[src/rtl/sdram_bist.sv]
// Self-test initiator for the SDRAM controller buffer port: fills the buffer with an
// address pattern, burst-writes each 256-word block, reads it back and checks it.
module sdram_bist #(
    parameter int unsigned AW   = 24,
    parameter int unsigned NB_W = 8
) (
    input  logic            CLK,
    input  logic            RESET,
    input  logic            START,
    input  logic [AW-1:0]   BASE,
    input  logic [NB_W-1:0] NUM_BLOCKS,
    input  logic            INVERT,
    output logic [7:0]      ADDR,
    output logic [31:0]     WD,
    output logic            WE,
    output logic            WE_A,
    output logic            WE_LEN,
    input  logic [31:0]     RD,
    input  logic            BUSY,
    output logic            RUNNING,
    output logic            DONE,
    output logic            FAIL,
    output logic [15:0]     ERR_CNT,
    output logic [AW-1:0]   ERR_ADDR
);

    typedef enum logic [3:0] {
        S_IDLE, S_FILL, S_WA, S_WL, S_WW, S_RA, S_RL, S_RW, S_CHK, S_FIN
    } state_t;

    localparam logic [AW-1:0] BLK_STEP = AW'(256);
    localparam logic [31:0]   CMD_WR   = {1'b1, 23'b0, 8'hFF};
    localparam logic [31:0]   CMD_RD   = {1'b0, 23'b0, 8'hFF};

    state_t          state_q;
    logic [AW-1:0]   base_q;
    logic [NB_W-1:0] nb_q;
    logic            inv_q;
    logic [NB_W-1:0] blk_q;
    logic [AW-1:0]   blk_addr_q;
    logic            guard_q;
    logic [8:0]      cnt_q;
    logic [7:0]      rd_idx_q;
    logic [7:0]      addr_q;
    logic [31:0]     wd_q;
    logic            we_q;
    logic            we_a_q;
    logic            we_len_q;
    logic            running_q;
    logic            done_q;
    logic            fail_q;
    logic [15:0]     err_cnt_q;
    logic [AW-1:0]   err_addr_q;

    logic [AW-1:0]   blk_next_addr;
    logic [AW-1:0]   fill_next_addr;
    logic [AW-1:0]   chk_addr;
    logic            last_blk;
    logic            mismatch;

    function automatic logic [31:0] pattern(input logic [AW-1:0] a, input logic inv);
        logic [31:0] p;
        p = 32'(a);
        return inv ? ~p : p;
    endfunction

    assign blk_next_addr  = blk_addr_q + BLK_STEP;
    assign fill_next_addr = blk_addr_q + AW'({1'b0, addr_q} + 9'd1);
    assign chk_addr       = blk_addr_q + AW'(rd_idx_q);
    assign last_blk       = (blk_q == nb_q);
    // RD lags ADDR by one cycle, so the first CHK cycle carries no data
    assign mismatch       = (cnt_q != '0) && (RD != pattern(chk_addr, inv_q));

    always_ff @(posedge CLK or posedge RESET) begin
        if (RESET) begin
            state_q    <= S_IDLE;
            base_q     <= '0;
            nb_q       <= '0;
            inv_q      <= 1'b0;
            blk_q      <= '0;
            blk_addr_q <= '0;
            guard_q    <= 1'b0;
            cnt_q      <= '0;
            rd_idx_q   <= '0;
            addr_q     <= '0;
            wd_q       <= '0;
            we_q       <= 1'b0;
            we_a_q     <= 1'b0;
            we_len_q   <= 1'b0;
            running_q  <= 1'b0;
            done_q     <= 1'b0;
            fail_q     <= 1'b0;
            err_cnt_q  <= '0;
            err_addr_q <= '0;
        end else begin
            case (state_q)
                S_IDLE: begin
                    if (START && !BUSY) begin
                        base_q     <= BASE;
                        nb_q       <= NUM_BLOCKS;
                        inv_q      <= INVERT;
                        blk_q      <= '0;
                        blk_addr_q <= BASE;
                        done_q     <= 1'b0;
                        fail_q     <= 1'b0;
                        err_cnt_q  <= '0;
                        err_addr_q <= '0;
                        running_q  <= 1'b1;
                        we_q       <= 1'b1;
                        addr_q     <= '0;
                        wd_q       <= pattern(BASE, INVERT);
                        state_q    <= S_FILL;
                    end
                end
                S_FILL: begin
                    if (addr_q == 8'hFF) begin
                        we_q    <= 1'b0;
                        we_a_q  <= 1'b1;
                        wd_q    <= 32'(blk_addr_q);
                        state_q <= S_WA;
                    end else begin
                        addr_q <= addr_q + 8'd1;
                        wd_q   <= pattern(fill_next_addr, inv_q);
                    end
                end
                S_WA: begin
                    we_a_q   <= 1'b0;
                    we_len_q <= 1'b1;
                    wd_q     <= CMD_WR;
                    state_q  <= S_WL;
                end
                S_WL: begin
                    we_len_q <= 1'b0;
                    wd_q     <= '0;
                    guard_q  <= 1'b1;
                    state_q  <= S_WW;
                end
                S_WW: begin
                    if (guard_q) begin
                        guard_q <= 1'b0;
                    end else if (!BUSY) begin
                        if (last_blk) begin
                            blk_q      <= '0;
                            blk_addr_q <= base_q;
                            we_a_q     <= 1'b1;
                            wd_q       <= 32'(base_q);
                            state_q    <= S_RA;
                        end else begin
                            blk_q      <= blk_q + NB_W'(1);
                            blk_addr_q <= blk_next_addr;
                            we_q       <= 1'b1;
                            addr_q     <= '0;
                            wd_q       <= pattern(blk_next_addr, inv_q);
                            state_q    <= S_FILL;
                        end
                    end
                end
                S_RA: begin
                    we_a_q   <= 1'b0;
                    we_len_q <= 1'b1;
                    wd_q     <= CMD_RD;
                    state_q  <= S_RL;
                end
                S_RL: begin
                    we_len_q <= 1'b0;
                    wd_q     <= '0;
                    guard_q  <= 1'b1;
                    state_q  <= S_RW;
                end
                S_RW: begin
                    if (guard_q) begin
                        guard_q <= 1'b0;
                    end else if (!BUSY) begin
                        addr_q  <= '0;
                        cnt_q   <= '0;
                        state_q <= S_CHK;
                    end
                end
                S_CHK: begin
                    addr_q   <= addr_q + 8'd1;
                    rd_idx_q <= addr_q;
                    cnt_q    <= cnt_q + 9'd1;
                    if (mismatch) begin
                        if (err_cnt_q != '1) begin
                            err_cnt_q <= err_cnt_q + 16'd1;
                        end
                        if (!fail_q) begin
                            fail_q     <= 1'b1;
                            err_addr_q <= chk_addr;
                        end
                    end
                    if (cnt_q == 9'd256) begin
                        if (last_blk) begin
                            state_q <= S_FIN;
                        end else begin
                            blk_q      <= blk_q + NB_W'(1);
                            blk_addr_q <= blk_next_addr;
                            we_a_q     <= 1'b1;
                            wd_q       <= 32'(blk_next_addr);
                            state_q    <= S_RA;
                        end
                    end
                end
                S_FIN: begin
                    done_q    <= 1'b1;
                    running_q <= 1'b0;
                    state_q   <= S_IDLE;
                end
                default: state_q <= S_IDLE;
            endcase
        end
    end

    assign ADDR     = addr_q;
    assign WD       = wd_q;
    assign WE       = we_q;
    assign WE_A     = we_a_q;
    assign WE_LEN   = we_len_q;
    assign RUNNING  = running_q;
    assign DONE     = done_q;
    assign FAIL     = fail_q;
    assign ERR_CNT  = err_cnt_q;
    assign ERR_ADDR = err_addr_q;

endmodule
[config.mk]
export PLATFORM = sky130hd
export DESIGN_NAME = sdram_bist
export DESIGN_NICKNAME = d
export VERILOG_FILES = /design/src/rtl/sdram_bist.sv
export SDC_FILE = /design/constraint.sdc
export NUM_CORES = 1
export LEC_CHECK = 0
export CAP_MARGIN = 20
export CELL_PAD_IN_SITES_DETAIL_PLACEMENT = 1
export CELL_PAD_IN_SITES_GLOBAL_PLACEMENT = 1
export CORE_UTILIZATION = 38
export CTS_BUF_LIST = sky130_fd_sc_hd__clkbuf_8 sky130_fd_sc_hd__clkbuf_16
export CTS_CLUSTER_DIAMETER = 80
export CTS_CLUSTER_SIZE = 8
export DETAILED_ROUTE_END_ITERATION = 10
export GPL_TIMING_DRIVEN = 0
export HOLD_SLACK_MARGIN = 0.08
export MAX_ROUTING_LAYER = met4
export PLACE_DENSITY = 0.85
export SETUP_SLACK_MARGIN = 0.05
export SYNTH_ARGS = -nofsm -noshare
export SYNTH_HDL_FRONTEND = slang
export SYNTH_SLANG_ARGS = --single-unit
[constraint.sdc]
create_clock -name CLK -period 5.4 [get_ports CLK]
set_clock_uncertainty 0.15 [all_clocks]
set_input_delay 0.81 -clock CLK [delete_from_list [all_inputs] [get_ports CLK]]
set_output_delay 0.81 -clock CLK [all_outputs]
set_load 0.05 [all_outputs]
==> results.json <==
{
  "avgRoutedWirePerCell_um": 22.32,
  "antenna_found_initial": 2,
  "layout_worst_path_cycle_share": 0.9153,
  "number_of_port_buffers": 153,
  "io-pin-count": 155,
  "dominant_combinational_cell_family_by_area_after_synthesis": "simple AND/OR/NAND/NOR gates",
  "holdCritStartpoint": "base_q[22]",
  "critical_path_depth": 14,
  "via_per_inst": 5.917,
  "cts-root-buf": "clkbuf_16",
  "synthAdderAreaFrac": 0.02708,
  "ff2ff_path_depth": 14,
  "clk-insertion-delay-late_ns": 0.45,
  "ys_types": 83,
  "timing.final.crit_period_ns": 4.943,
  "cap_viol_max_count": 0,
  "p_sw_uw": 4226,
  "p_per_area_mw_per_mm2": 576.7,
  "floorplan.die_area_sq_mm": 0.03135,
  "total_vias_in_the_final_route": 11820,
  "worst_setup_path_end_kind": "register",
  "cts_tree": "built",
  "clock_sink_count": 167,
  "cts-hold-fix-buffers": 0,
  "cp.buffers_inverters": 2,
  "drt_first_iter_violations": 1024,
  "post_cts_buffers": 0,
  "place.gp.congestion": 0.9328,
  "timing.max_slew.rel_slack": 0.2542,
  "run_status": "finished clean",
  "cts_buffer_depth": 2,
  "p_comb_frac": 0.595,
  "p_clk_frac": 0.158,
  "crit_path_start": "blk_addr_q[0]",
  "mappedNetlistNets": 1506,
  "rsz0062_at_grt": "no",
  "final_cell_count_no_fill": 1997,
  "upper_clock_frequency_limit_mhz": 202.3,
  "worst_path_max_delay_cell": "o31ai_4",
  "synth-edff-count": 0,
  "final_hold_slack_ns": 0.3264,
  "post-layout-total-power_uw": 8298,
  "cts.reportedPaths.clkPinSlew_ns": 0.08,
  "layout-area-overhead-vs-synth_pct": 23.56,
  "timing.final.hold_violations": 0,
  "finalNetCount": 1685,
  "initial_core_util": 0.3898,
  "die_w_um": 177.1,
  "synth_compound_gate_area_share": 0.2003,
  "netlist.top_cell.by_area": "dfrtp_1",
  "min_path_type": "reg2reg",
  "synthesis.area_sq_mm": 0.01164,
  "syn-instance-count": 1413,
  "max-vdd-ir-drop_mv": 0.3100,
  "timing_worst_slew_pin_value_ns": 1.107,
  "crit_path_start_kind": "register",
  "setup_viol": 0,
  "count_of_yosys_warnings_during_synthesis": 0,
  "signal_arrival_time_at_the_worst_endpoint_ns": 5.11,
  "max_stage_delay_ns": 0.52,
  "die_height_um": 177.1,
  "synth_async_sr_flop_share": 1.000,
  "post_synth_xor_area_fraction": 0.1181,
  "synthMuxAreaShare": 0.02503,
  "critical_path_peak_fanout": 10,
  "detail-route-antenna-nets": 0,
  "static-leakage-power_uw": 0.005836,
  "critical_path_required_ns": 5.56,
  "intPower_uw": 4072,
  "post_synth_simple_gate_area": 0.2177,
  "drc": 0,
  "cts.htree.levels": 4,
  "synth_flop_cell": "dfrtp_1",
  "grt_max_degree": 40,
  "synth_top_cells_by_area": "dfrtp_1 (36%), nand2_1 (8.3%), xor2_1 (5.5%), xnor2_1 (5.3%), o21ai_0 (5.2%)",
  "place.detailed.hpwl_mm": 33.45,
  "crit_path_cell_trace": "ha_1 -> inv_1 -> fa_1 -> nand2b_1 -> a211oi_2 -> nor2b_1 -> xor3_1 -> a2111oi_0 -> nor3b_1 -> nand4_1 -> o31ai_4 -> a211o_2 -> buf_4 -> o22ai_1",
  "globalRouteOverflowTotal": 0,
  "setup-tns-final_ns": 0,
  "synth_area_per_cell_sq_um": 8.241,
  "cpLargestDelayFamily": "compound AO/OA/AOI/OAI gates",
  "power_switching_share": 0.5093,
  "synth_top_area_share": 0.3589,
  "finalMaxSlewViolations": 0,
  "groute.usage.overall": 0.2961,
  "totalWireLength_mm": 44.57,
  "r2r_start": "blk_addr_q[0]",
  "place_inst": 1962,
  "core_region_area_sq_mm": 0.02987,
  "holdPathStages": 2,
  "grt_pass1_wl_mm": 69.57,
  "drive_above_1_share": 0.06916,
  "cts-resized-gates": 0,
  "numCtsBuffers": 17,
  "synth_seq_area_share": 0.3589,
  "grt_pass1_vias": 12390,
  "power.share.sequential": 0.247,
  "drt_first_pass_iters": 5,
  "rows": 63,
  "timing_worst_setup_path_type": "reg2reg",
  "synth_seq_cells": 167
}
==> metrics by stage <==
| step | cell area (sq um) | util | worst slack [ns] |
|---|---|---|---|
| finish | 14390 | 0.4816 | 0.4572 |
| global route | 14390 | 0.4816 | 0.2081 |
| CTS | 14380 | 0.4813 | 0.5765 |
| detailed placement | 13780 | 0.4611 | 0.5940 |
| global placement | 13670 | 0.4575 | 0.7017 |
| floorplan | 11650 | - | 1.606 |
==> worst reg2reg max path, stage by stage (launching register included) <==
cell	delay, ns
dfrtp_1	0.49
ha_1	0.26
inv_1	0.07
fa_1	0.41
nand2b_1	0.20
a211oi_2	0.49
nor2b_1	0.18
xor3_1	0.24
a2111oi_0	0.45
nor3b_1	0.28
nand4_1	0.37
o31ai_4	0.53
a211o_2	0.33
buf_4	0.26
o22ai_1	0.10
==> kinds of logic after synthesis <==
| family | count (synthesis) |
|---|---|
| compound gates | 355 |
| xor+xnor | 149 |
| fa+ha+maj | 24 |
| buf+inv | 141 |
| flops | 167 |
| mux | 29 |
| simple gates | 548 |
==> sequential cells by signal (all words and copies together), names as in the netlist <==
signal / flops
base_q: 24
WD: 26
ADDR: 8
blk_q: 8
WE: 1
blk_addr_q: 24
rd_idx_q: 8
guard_q: 1
ERR_CNT: 16
ERR_ADDR: 24
WE_A: 1
nb_q: 8
WE_LEN: 1
state_q: 4
cnt_q: 9
DONE: 1
RUNNING: 1
inv_q: 1
FAIL: 1
==> layer usage <==
metal	part of all wire	routed length, um	vias up	GRT usage
met4	0.034	1529	0	0.1164
met3	0.068	3045	125	0.05004
met2	0.48	21220	467	0.4847
met1	0.42	18780	5915	0.3622
li1	-	-	5309	-
met5	0	0	-	-
==> area by class of cell <==
type | count | area (sq um)
Clock buffer | 18 | 439.2
Sequential cell | 167 | 4179
Tap cell | 390 | 488.0
Multi-Input combinational cell | 1105 | 6849
Buffer | 95 | 444.2
Inverter | 46 | 176.4
Fill cell | 3592 | 15490
Clock inverter | 14 | 163.9
Timing Repair Buffer | 160 | 1644
Antenna cell | 2 | 5.005
==> worst paths after layout <==
path / slack (ns) / end
max: 0.46 / ERR_ADDR[20]
min: 0.33 / base_q[22]
max reg2reg: 0.46 / ERR_ADDR[20]
min reg2reg: 0.33 / base_q[22]
max in group asynchronous: 3.39 / ERR_CNT[13]
min in group asynchronous: 0.62 / ERR_ADDR[0]
==> cell usage in the layout, fill, tap and decap left out, drive strengths merged, types with 5 or more instances in the layout <==
cell type      count
dfrtp            167
o22ai             28
inv               51
clkbuf            78
o31ai              7
o221ai            12
nand2            260
a21oi             77
a211oi            13
nor4              10
nand4             20
nor3              18
clkdlybuf4s50    153
buf               42
clkinvlp           5
xnor2             71
o2111ai            6
nor2             102
a22oi             13
and3              28
nand3             37
a21boi             5
ha                22
mux2i             28
or2                6
o211ai             8
a221oi            26
nor3b             11
nor2b             14
a31oi              8
o21ai            128
and2               9
or3                9
xor2              73
nand2b            12
==> power by group through the flow <==
| stage | Clock (uW) | Combinational (uW) | Sequential (uW) |
|---|---|---|---|
| detailed placement | 0 | 4790 | 2060 |
| CTS | 1320 | 4850 | 2040 |
| global placement | 0 | 4590 | 2040 |
| floorplan | 0 | 2810 | 2430 |
| finish | 1310 | 4930 | 2050 |
| global route | 1360 | 5270 | 2100 |
==> synth_stat cells, types with 7 or more instances <==
cell type / instances
a31oi_1: 7
nor2b_1: 14
o21ai_0: 121
mux2i_1: 28
nor3b_1: 10
o221ai_1: 11
and3_1: 28
nand4_1: 20
xor2_1: 73
o22ai_1: 18
buf_4: 17
nand3_1: 35
ha_1: 22
a22oi_1: 12
xnor2_1: 71
nand2b_1: 12
a21oi_1: 74
or3_1: 9
nand2_1: 259
nor4_1: 9
clkbuf_1: 59
o22ai_2: 10
dfrtp_1: 167
and2_1: 9
buf_2: 12
a221oi_1: 26
nor3_1: 18
nor2_1: 101
a211oi_1: 11
inv_1: 46
Power figures use the tool's default switching activity.
